`src/rtl/aes16_pkg.sv`:
```
// ---------------------------------------------------------------------------
// aes16_pkg
//   Shared types, sizes and nibble-level helpers for the 16-bit AES datapath.
//   The cipher works on four 4-bit nibbles arranged as a 2x2 state
//   (columns {n0,n1} and {n2,n3}), with arithmetic in GF(2^4) modulo
//   x^4 + x + 1.
//
//   Contents:
//     AES16_DATA_W, AES16_CNT_W, AES16_NUM_ROUNDS  sizing constants
//     aes16_seq_state_e                            sequencer FSM states
//     aes16_word_t                                 16-bit block/key word
//     aes16_sbox / aes16_xtime / aes16_rcon        nibble helpers
// ---------------------------------------------------------------------------
package aes16_pkg;

    localparam int AES16_DATA_W     = 16;
    localparam int AES16_CNT_W      = 4;
    localparam int AES16_NUM_ROUNDS = 10;

    typedef enum logic [1:0] {
        IDLE = 2'd0,
        RUN  = 2'd1,
        DONE = 2'd2
    } aes16_seq_state_e;

    typedef logic [15:0] aes16_word_t;

    // 4-bit substitution box.
    function automatic logic [3:0] aes16_sbox(input logic [3:0] x);
        logic [3:0] y;
        case (x)
            4'h0: y = 4'hE;
            4'h1: y = 4'h4;
            4'h2: y = 4'hD;
            4'h3: y = 4'h1;
            4'h4: y = 4'h2;
            4'h5: y = 4'hF;
            4'h6: y = 4'hB;
            4'h7: y = 4'h8;
            4'h8: y = 4'h3;
            4'h9: y = 4'hA;
            4'hA: y = 4'h6;
            4'hB: y = 4'hC;
            4'hC: y = 4'h5;
            4'hD: y = 4'h9;
            4'hE: y = 4'h0;
            default: y = 4'h7;
        endcase
        return y;
    endfunction

    // Multiply by x in GF(2^4); x^4 folds back to x + 1.
    function automatic logic [3:0] aes16_xtime(input logic [3:0] x);
        return {x[2:0], 1'b0} ^ (x[3] ? 4'h3 : 4'h0);
    endfunction

    // Round constant for round index r: x^r in GF(2^4).
    function automatic logic [3:0] aes16_rcon(input logic [3:0] r);
        logic [3:0] c;
        case (r)
            4'd0:  c = 4'h1;
            4'd1:  c = 4'h2;
            4'd2:  c = 4'h4;
            4'd3:  c = 4'h8;
            4'd4:  c = 4'h3;
            4'd5:  c = 4'h6;
            4'd6:  c = 4'hC;
            4'd7:  c = 4'hB;
            4'd8:  c = 4'h5;
            4'd9:  c = 4'hA;
            4'd10: c = 4'h7;
            4'd11: c = 4'hE;
            4'd12: c = 4'hF;
            4'd13: c = 4'hD;
            4'd14: c = 4'h9;
            default: c = 4'h0;
        endcase
        return c;
    endfunction

endpackage

```
`src/rtl/rounds.sv`:
```
// ---------------------------------------------------------------------------
// rounds
//   One 16-bit AES round plus one step of the key schedule, purely
//   combinational. The sequencer feeds it back on itself once per clock.
//
//   Round:  NibbleSub -> ShiftRow (swap n1/n3) -> MixColumn (skipped on the
//           last round) -> AddRoundKey with the freshly expanded key.
//   Key:    w4 = k0 ^ S(k3) ^ rcon(count); w5 = k1 ^ w4; w6 = k2 ^ w5;
//           w7 = k3 ^ w6.
//
//   Ports:
//     clk      in   1   kept for interface compatibility; unused here
//     count    in   4   round index 0..NUM_ROUNDS-1
//     code     in   16  state entering the round
//     keyin    in   16  previous round key
//     altered  out  16  state leaving the round
//     keyout   out  16  round key used by this round
// ---------------------------------------------------------------------------
module rounds
    import aes16_pkg::*;
#(
    parameter int NUM_ROUNDS = AES16_NUM_ROUNDS
) (
    input  logic                   clk,
    input  logic [AES16_CNT_W-1:0] count,
    input  aes16_word_t            code,
    input  aes16_word_t            keyin,
    output aes16_word_t            altered,
    output aes16_word_t            keyout
);

    localparam logic [AES16_CNT_W-1:0] LAST_CNT = AES16_CNT_W'(NUM_ROUNDS - 1);

    // The round is combinational; clk only exists so pipelined variants can
    // drop in without changing the instantiation.
    logic unused_clk;
    assign unused_clk = clk;

    // Key expansion.
    logic [3:0] w4, w5, w6, w7;
    assign w4 = keyin[15:12] ^ aes16_sbox(keyin[3:0]) ^ aes16_rcon(count);
    assign w5 = keyin[11:8]  ^ w4;
    assign w6 = keyin[7:4]   ^ w5;
    assign w7 = keyin[3:0]   ^ w6;
    assign keyout = {w4, w5, w6, w7};

    // NibbleSub.
    logic [3:0] s0, s1, s2, s3;
    assign s0 = aes16_sbox(code[15:12]);
    assign s1 = aes16_sbox(code[11:8]);
    assign s2 = aes16_sbox(code[7:4]);
    assign s3 = aes16_sbox(code[3:0]);

    // ShiftRow: the second row {n1,n3} rotates by one, i.e. n1 and n3 swap.
    logic [3:0] t0, t1, t2, t3;
    assign t0 = s0;
    assign t1 = s3;
    assign t2 = s2;
    assign t3 = s1;

    // MixColumn with matrix [[3,2],[2,3]] on each column {t0,t1}, {t2,t3}.
    aes16_word_t mixed;
    aes16_word_t shifted;
    assign shifted = {t0, t1, t2, t3};
    assign mixed = {
        aes16_xtime(t0) ^ t0 ^ aes16_xtime(t1),
        aes16_xtime(t0) ^ aes16_xtime(t1) ^ t1,
        aes16_xtime(t2) ^ t2 ^ aes16_xtime(t3),
        aes16_xtime(t2) ^ aes16_xtime(t3) ^ t3
    };

    // The final round omits MixColumn so the cipher stays invertible with
    // the same structure in the decrypt direction.
    assign altered = ((count == LAST_CNT) ? shifted : mixed) ^ keyout;

endmodule

```
`src/rtl/aes16_round_sequencer.sv`:
```
// ---------------------------------------------------------------------------
// aes16_round_sequencer
//   Iterative controller for the 16-bit AES datapath. A single `rounds`
//   instance is reused for NUM_ROUNDS cycles per block. One block in flight.
//
//   Optional feature macro: FINAL_KEY_OUT_EN
//     defined   -> adds key_last[15:0], the last round key, loaded together
//                  with codeout (seed for the decrypt key schedule)
//     undefined -> no key_last port
//
//   Ports:
//     clk        in   1   rising-edge clock
//     rst_n      in   1   synchronous active-low reset
//     in_valid   in   1   source presents codein/key
//     in_ready   out  1   high only in IDLE
//     codein     in   16  plaintext, sampled on accept
//     key        in   16  cipher key, sampled on accept
//     out_valid  out  1   codeout holds a finished block
//     out_ready  in   1   sink takes codeout
//     codeout    out  16  ciphertext, stable while out_valid
//     busy       out  1   high in RUN and DONE
//     round_idx  out  4   current round in RUN, 0 otherwise
//     key_last   out  16  (FINAL_KEY_OUT_EN only) last round key
// ---------------------------------------------------------------------------
module aes16_round_sequencer
    import aes16_pkg::*;
#(
    parameter int NUM_ROUNDS = AES16_NUM_ROUNDS,
    parameter int DATA_W     = AES16_DATA_W
) (
    input  logic                   clk,
    input  logic                   rst_n,
    input  logic                   in_valid,
    output logic                   in_ready,
    input  logic [DATA_W-1:0]      codein,
    input  logic [DATA_W-1:0]      key,
    output logic                   out_valid,
    input  logic                   out_ready,
    output logic [DATA_W-1:0]      codeout,
    output logic                   busy,
    output logic [AES16_CNT_W-1:0] round_idx
`ifdef FINAL_KEY_OUT_EN
    ,
    output logic [DATA_W-1:0]      key_last
`endif
);

    // Elaboration-time parameter guards.
    if (DATA_W != AES16_DATA_W) begin : g_bad_data_w
        $error("aes16_round_sequencer: DATA_W must be 16");
    end
    if (NUM_ROUNDS < 1 || NUM_ROUNDS > 15) begin : g_bad_num_rounds
        $error("aes16_round_sequencer: NUM_ROUNDS must be in 1..15");
    end

    localparam logic [AES16_CNT_W-1:0] LAST_CNT = AES16_CNT_W'(NUM_ROUNDS - 1);

    aes16_seq_state_e       state, state_nxt;
    logic [AES16_CNT_W-1:0] cnt;
    aes16_word_t            data_r;
    aes16_word_t            key_r;
    aes16_word_t            altered;
    aes16_word_t            keyout;

    logic accept;
    logic last_round;
    logic drain;

    rounds #(
        .NUM_ROUNDS(NUM_ROUNDS)
    ) u_rounds (
        .clk    (clk),
        .count  (cnt),
        .code   (data_r),
        .keyin  (key_r),
        .altered(altered),
        .keyout (keyout)
    );

    // State register.
    always_ff @(posedge clk) begin
        // NOTE: sequential state uses non-blocking assignments so every
        // register samples the pre-edge values, independent of block order.
        if (!rst_n) begin
            state <= IDLE;
        end else begin
            state <= state_nxt;
        end
    end

    // Next-state and transfer strobes.
    always_comb begin
        // NOTE: every output of this block gets a default first; a path that
        // left one unassigned would infer a latch.
        state_nxt  = state;
        accept     = 1'b0;
        last_round = 1'b0;
        drain      = 1'b0;
        case (state)
            IDLE: begin
                if (in_valid) begin
                    accept    = 1'b1;
                    state_nxt = RUN;
                end
            end
            RUN: begin
                if (cnt == LAST_CNT) begin
                    last_round = 1'b1;
                    state_nxt  = DONE;
                end
            end
            DONE: begin
                // No accept in this cycle: IDLE must be visited first.
                if (out_ready) begin
                    drain     = 1'b1;
                    state_nxt = IDLE;
                end
            end
            default: state_nxt = IDLE;
        endcase
    end

    // Datapath and counter.
    always_ff @(posedge clk) begin
        // NOTE: these are plain flops, not a memory array, so resetting them
        // is cheap and makes the post-reset outputs fully defined.
        if (!rst_n) begin
            cnt       <= '0;
            data_r    <= '0;
            key_r     <= '0;
            codeout   <= '0;
            out_valid <= 1'b0;
`ifdef FINAL_KEY_OUT_EN
            key_last  <= '0;
`endif
        end else if (accept) begin
            data_r <= codein ^ key;   // initial key whitening
            key_r  <= key;
            cnt    <= '0;
        end else if (state == RUN) begin
            data_r <= altered;
            key_r  <= keyout;
            if (last_round) begin
                codeout   <= altered;
                out_valid <= 1'b1;
`ifdef FINAL_KEY_OUT_EN
                key_last  <= keyout;
`endif
            end else begin
                cnt <= cnt + AES16_CNT_W'(1);
            end
        end else if (drain) begin
            out_valid <= 1'b0;
            cnt       <= '0;
        end
    end

    assign in_ready  = (state == IDLE);
    assign busy      = (state != IDLE);
    assign round_idx = (state == RUN) ? cnt : '0;

endmodule

```
`config.mk`:
```
export PLATFORM = sky130hd
export DESIGN_NAME = aes16_round_sequencer
export DESIGN_NICKNAME = d
export VERILOG_FILES = /design/src/rtl/aes16_pkg.sv /design/src/rtl/rounds.sv /design/src/rtl/aes16_round_sequencer.sv
export SDC_FILE = /design/constraint.sdc
export NUM_CORES = 1
export LEC_CHECK = 0
export ABC_AREA = 1
export BUFFER_PORTS_ARGS = -buffer_cell sky130_fd_sc_hd__buf_2
export CAP_MARGIN = 15
export CORE_MARGIN = 2
export CORE_UTILIZATION = 37
export DETAILED_ROUTE_END_ITERATION = 6
export PLACE_DENSITY = 0.65
export SLEW_MARGIN = 20
export SYNTH_ARGS = -nofsm -noshare
export SYNTH_HDL_FRONTEND = slang
export SYNTH_HIERARCHICAL = 1
export SYNTH_SLANG_ARGS = --single-unit
```
`constraint.sdc`:
```
create_clock -name clk -period 5.64 [get_ports clk]
set_input_delay 1.692 -clock clk [delete_from_list [all_inputs] [get_ports clk]]
set_output_delay 1.692 -clock clk [all_outputs]
set_load 0.02 [all_outputs]
```
==> results.toml <==
[yosys]
synthesis.area_sq_um = 5040
synth_cell_types = 32
synth_warnings = 6
ys_ff_latch = 55
yosys-top-cells-count = "300 x nand2_1, 114 x nand3_1, 86 x inv_1"
seq_area_frac_synth_pct = 21.8
async_reset_ff_share_pct = 0
synthFlopType = "dfxtp_1"
syn-num-nets = 870
synth.most_common_cell = "nand2_1"
synth_top_area_cell = "nand2_1"
synthDominantCellAreaShare_pct = 22.3
netlist_instances = 800
synthTopCellsByArea = "nand2_1 22%, dfxtp_1 22%, nand3_1 11%"
syn-mean-instance-area_sq_um = 6.30
synth_edf_count = 0

[clock_tree]
cts_buffers = 5
clkTransAtPathRegs_ns = 0.07
clock_latency_ns = 0.30
cts_setup_buffers = 0
cts_tree = "yes"
clockBufferDepth = 2
root_buffer = "clkbuf_16"
cts_sinks = 55
hold_buffers = 0
h-tree-depth = 2
cts_resized = 0

[run_status]
status = "finished, final reports clean"

[critical_path]
r2r_setup_slack_ns = 2.78
r2r_end = "data_r[4]"
crit_type = "reg2out"
critPathLaunchType = "flop"
critical_path_arrival_ns = 1.28
critPathMaxFanout = 11
required_ns = 3.95
cp-end-kind = "output port"
reg2regPathDepth = 18
r2r-start = "cnt[0]"

[finish]
final_cells = 1024
n_antenna_cell = 0
drive_gt1_share_pct = 15.3
multi_input_area_sq_um = 3440
num-fill-cells = 1436
final-seq-area_sq_um = 1100
nets = 917
syn2layout_area_growth_pct = 10.8

[power]
p_leak_nw = 2.87
power.density_nw_per_um2 = 503
p_seq_share_pct = 19.5
power_frac_clock_pct = 11.9
p_int_mw = 1.26
swShare_pct = 55.0
ir_drop_uv = 252
combPwrFrac_pct = 68.6
p_switching_mw = 1.55

[job]
drv_cap = 0

[grt]
track_usage_pct = 18.0
grt_overflow = 0
first_global_vias = 4408
grt_max_degree = 36
antenna_found_initial = 0
grt_pass1_wl_microns = 21300

[timing]
worst_pin_slew_ns = 0.866
maxSlewViolCount = 0
finalSetupViolations = 0
grt_setup_unrepaired = "false"
maxSlewHeadroom_pct = 42.1
period_share_pct = 52.7
finalSetupTns_ns = 0
finalClockSkew_ns = 0.00658
fmax_mhz = 336
fin_crit_ns = 2.97
fin_ws_ns = 2.67
finalHoldViolations = 0

[placed_design]
dp_hpwl_microns = 9750
numPortBuffers = 58
dp_cells = 1016
dp_worst_setup_slack_ns = 2.37
place_congestion = 0.885

[detailed_routing]
wl_per_cell_microns = 12.6
vias = 5004
routed_via_density = 4.89
drc = 0
routed_wl_microns = 12900
dr.pass1.iters = 5
antenna_left = 0
drt_iter0_drc = 366

[die]
die_x_microns = 121
die_area_sq_um = 14600
core_area_sq_um = 13300
die_y_microns = 121
core.rowCount = 42
io_pins = 59
initial_core_util_pct = 37.9

[hold_path]
hold_path_end = "out_valid"
hold_start = "out_valid"
hp-class = "reg2reg"
holdPathStages = 2
[registers in the layout (all words and copies together), names as in the netlist]
register / flops
key_r: 16
cnt: 4
state: 2
codeout: 16
data_r: 16
out_valid: 1
[cells in the final DEF, fill, tap and decap left out, types with 16 or more instances in the layout]
master | synthesis | routed
dfxtp_1 | 55 | 55
xor2_1 | 40 | 40
buf_2 | 6 | 58
nand3_1 | 114 | 114
a21oi_1 | 20 | 20
ha_1 | 34 | 34
inv_1 | 86 | 86
nand2_1 | 300 | 300
and2_1 | 16 | 16
nand2_2 | 19 | 19
[critical path, stage by stage (launching register included)]
cell     delay (ns)
dfxtp_1        0.57
inv_1          0.14
nor2_1         0.11
buf_2          0.16
[stage by stage]
| step | hold WS, ns | instance area, sq um | total power [mW] | utilization, % |
|---|---|---|---|---|
| 6_report | 0.463 | 5590 | 2.81 | 42.0 |
| 3_3_place_gp | 0.450 | 5430 | 2.46 | 40.9 |
| 2_1_floorplan | 0.536 | 5040 | 1.98 | - |
| 3_5_place_dp | 0.455 | 5430 | 2.46 | 40.9 |
| 4_1_cts | 0.467 | 5590 | 2.81 | 42.0 |
| 5_1_grt | 0.482 | 5590 | 3.09 | 42.0 |
[cell families after synthesis]
| group | Yosys count | share of synthesized area (%) |
|---|---|---|
| adder cells (fa/ha/maj) | 34 | 8.43 |
| buffers and inverters | 118 | 10.0 |
| AO/OA/AOI/OAI | 58 | 7.14 |
| AND/OR/NAND/NOR | 489 | 44.4 |
| XOR/XNOR | 46 | 8.14 |
| flip-flops | 55 | 21.8 |
[routing by layer]
| metal | routed length (microns) | up-vias | track usage, % | part of all wire, % |
|---|---|---|---|---|
| met2 | 5310 | 146 | 27.2 | 41 |
| met1 | 6330 | 2236 | 26.5 | 49 |
| li1 | - | 2607 | - | - |
| met4 | 245 | 0 | 4.51 | 1.9 |
| met3 | 986 | 15 | 2.92 | 7.7 |
| met5 | 0 | - | 0 | 0 |
[worst max path at each step]
stage / start / cells after the start / endpoint / slack (ns)
after CTS: cnt[0] / 3 / round_idx[0] / 2.64
final: cnt[0] / 3 / round_idx[0] / 2.67
after detailed placement: rst_n / 5 / cnt[1] / 2.37
after floorplan: cnt[2] / 2 / round_idx[2] / 3.04
after global placement: rst_n / 5 / cnt[3] / 2.40
after global routing: cnt[0] / 18 / data_r[4] / 2.46
[power groups by stage]
stage | combinational [mW] | sequential, mW | clock (mW)
floorplan | 1.46 | 0.526 | 0
global route | 2.17 | 0.562 | 0.356
CTS | 1.92 | 0.548 | 0.342
detailed placement | 1.90 | 0.557 | 0
global placement | 1.90 | 0.557 | 0
finish | 1.93 | 0.549 | 0.334
[final cells by class]
class	count	share of cell area [%]
Clock buffer	5	2.24
Clock inverter	3	0.493
Inverter	99	6.79
Multi-Input combinational cell	627	61.5
Sequential cell	55	19.7
Tap cell	176	3.94
Timing Repair Buffer	59	5.33
No activity file was read; power rests on OpenSTA's default activity.
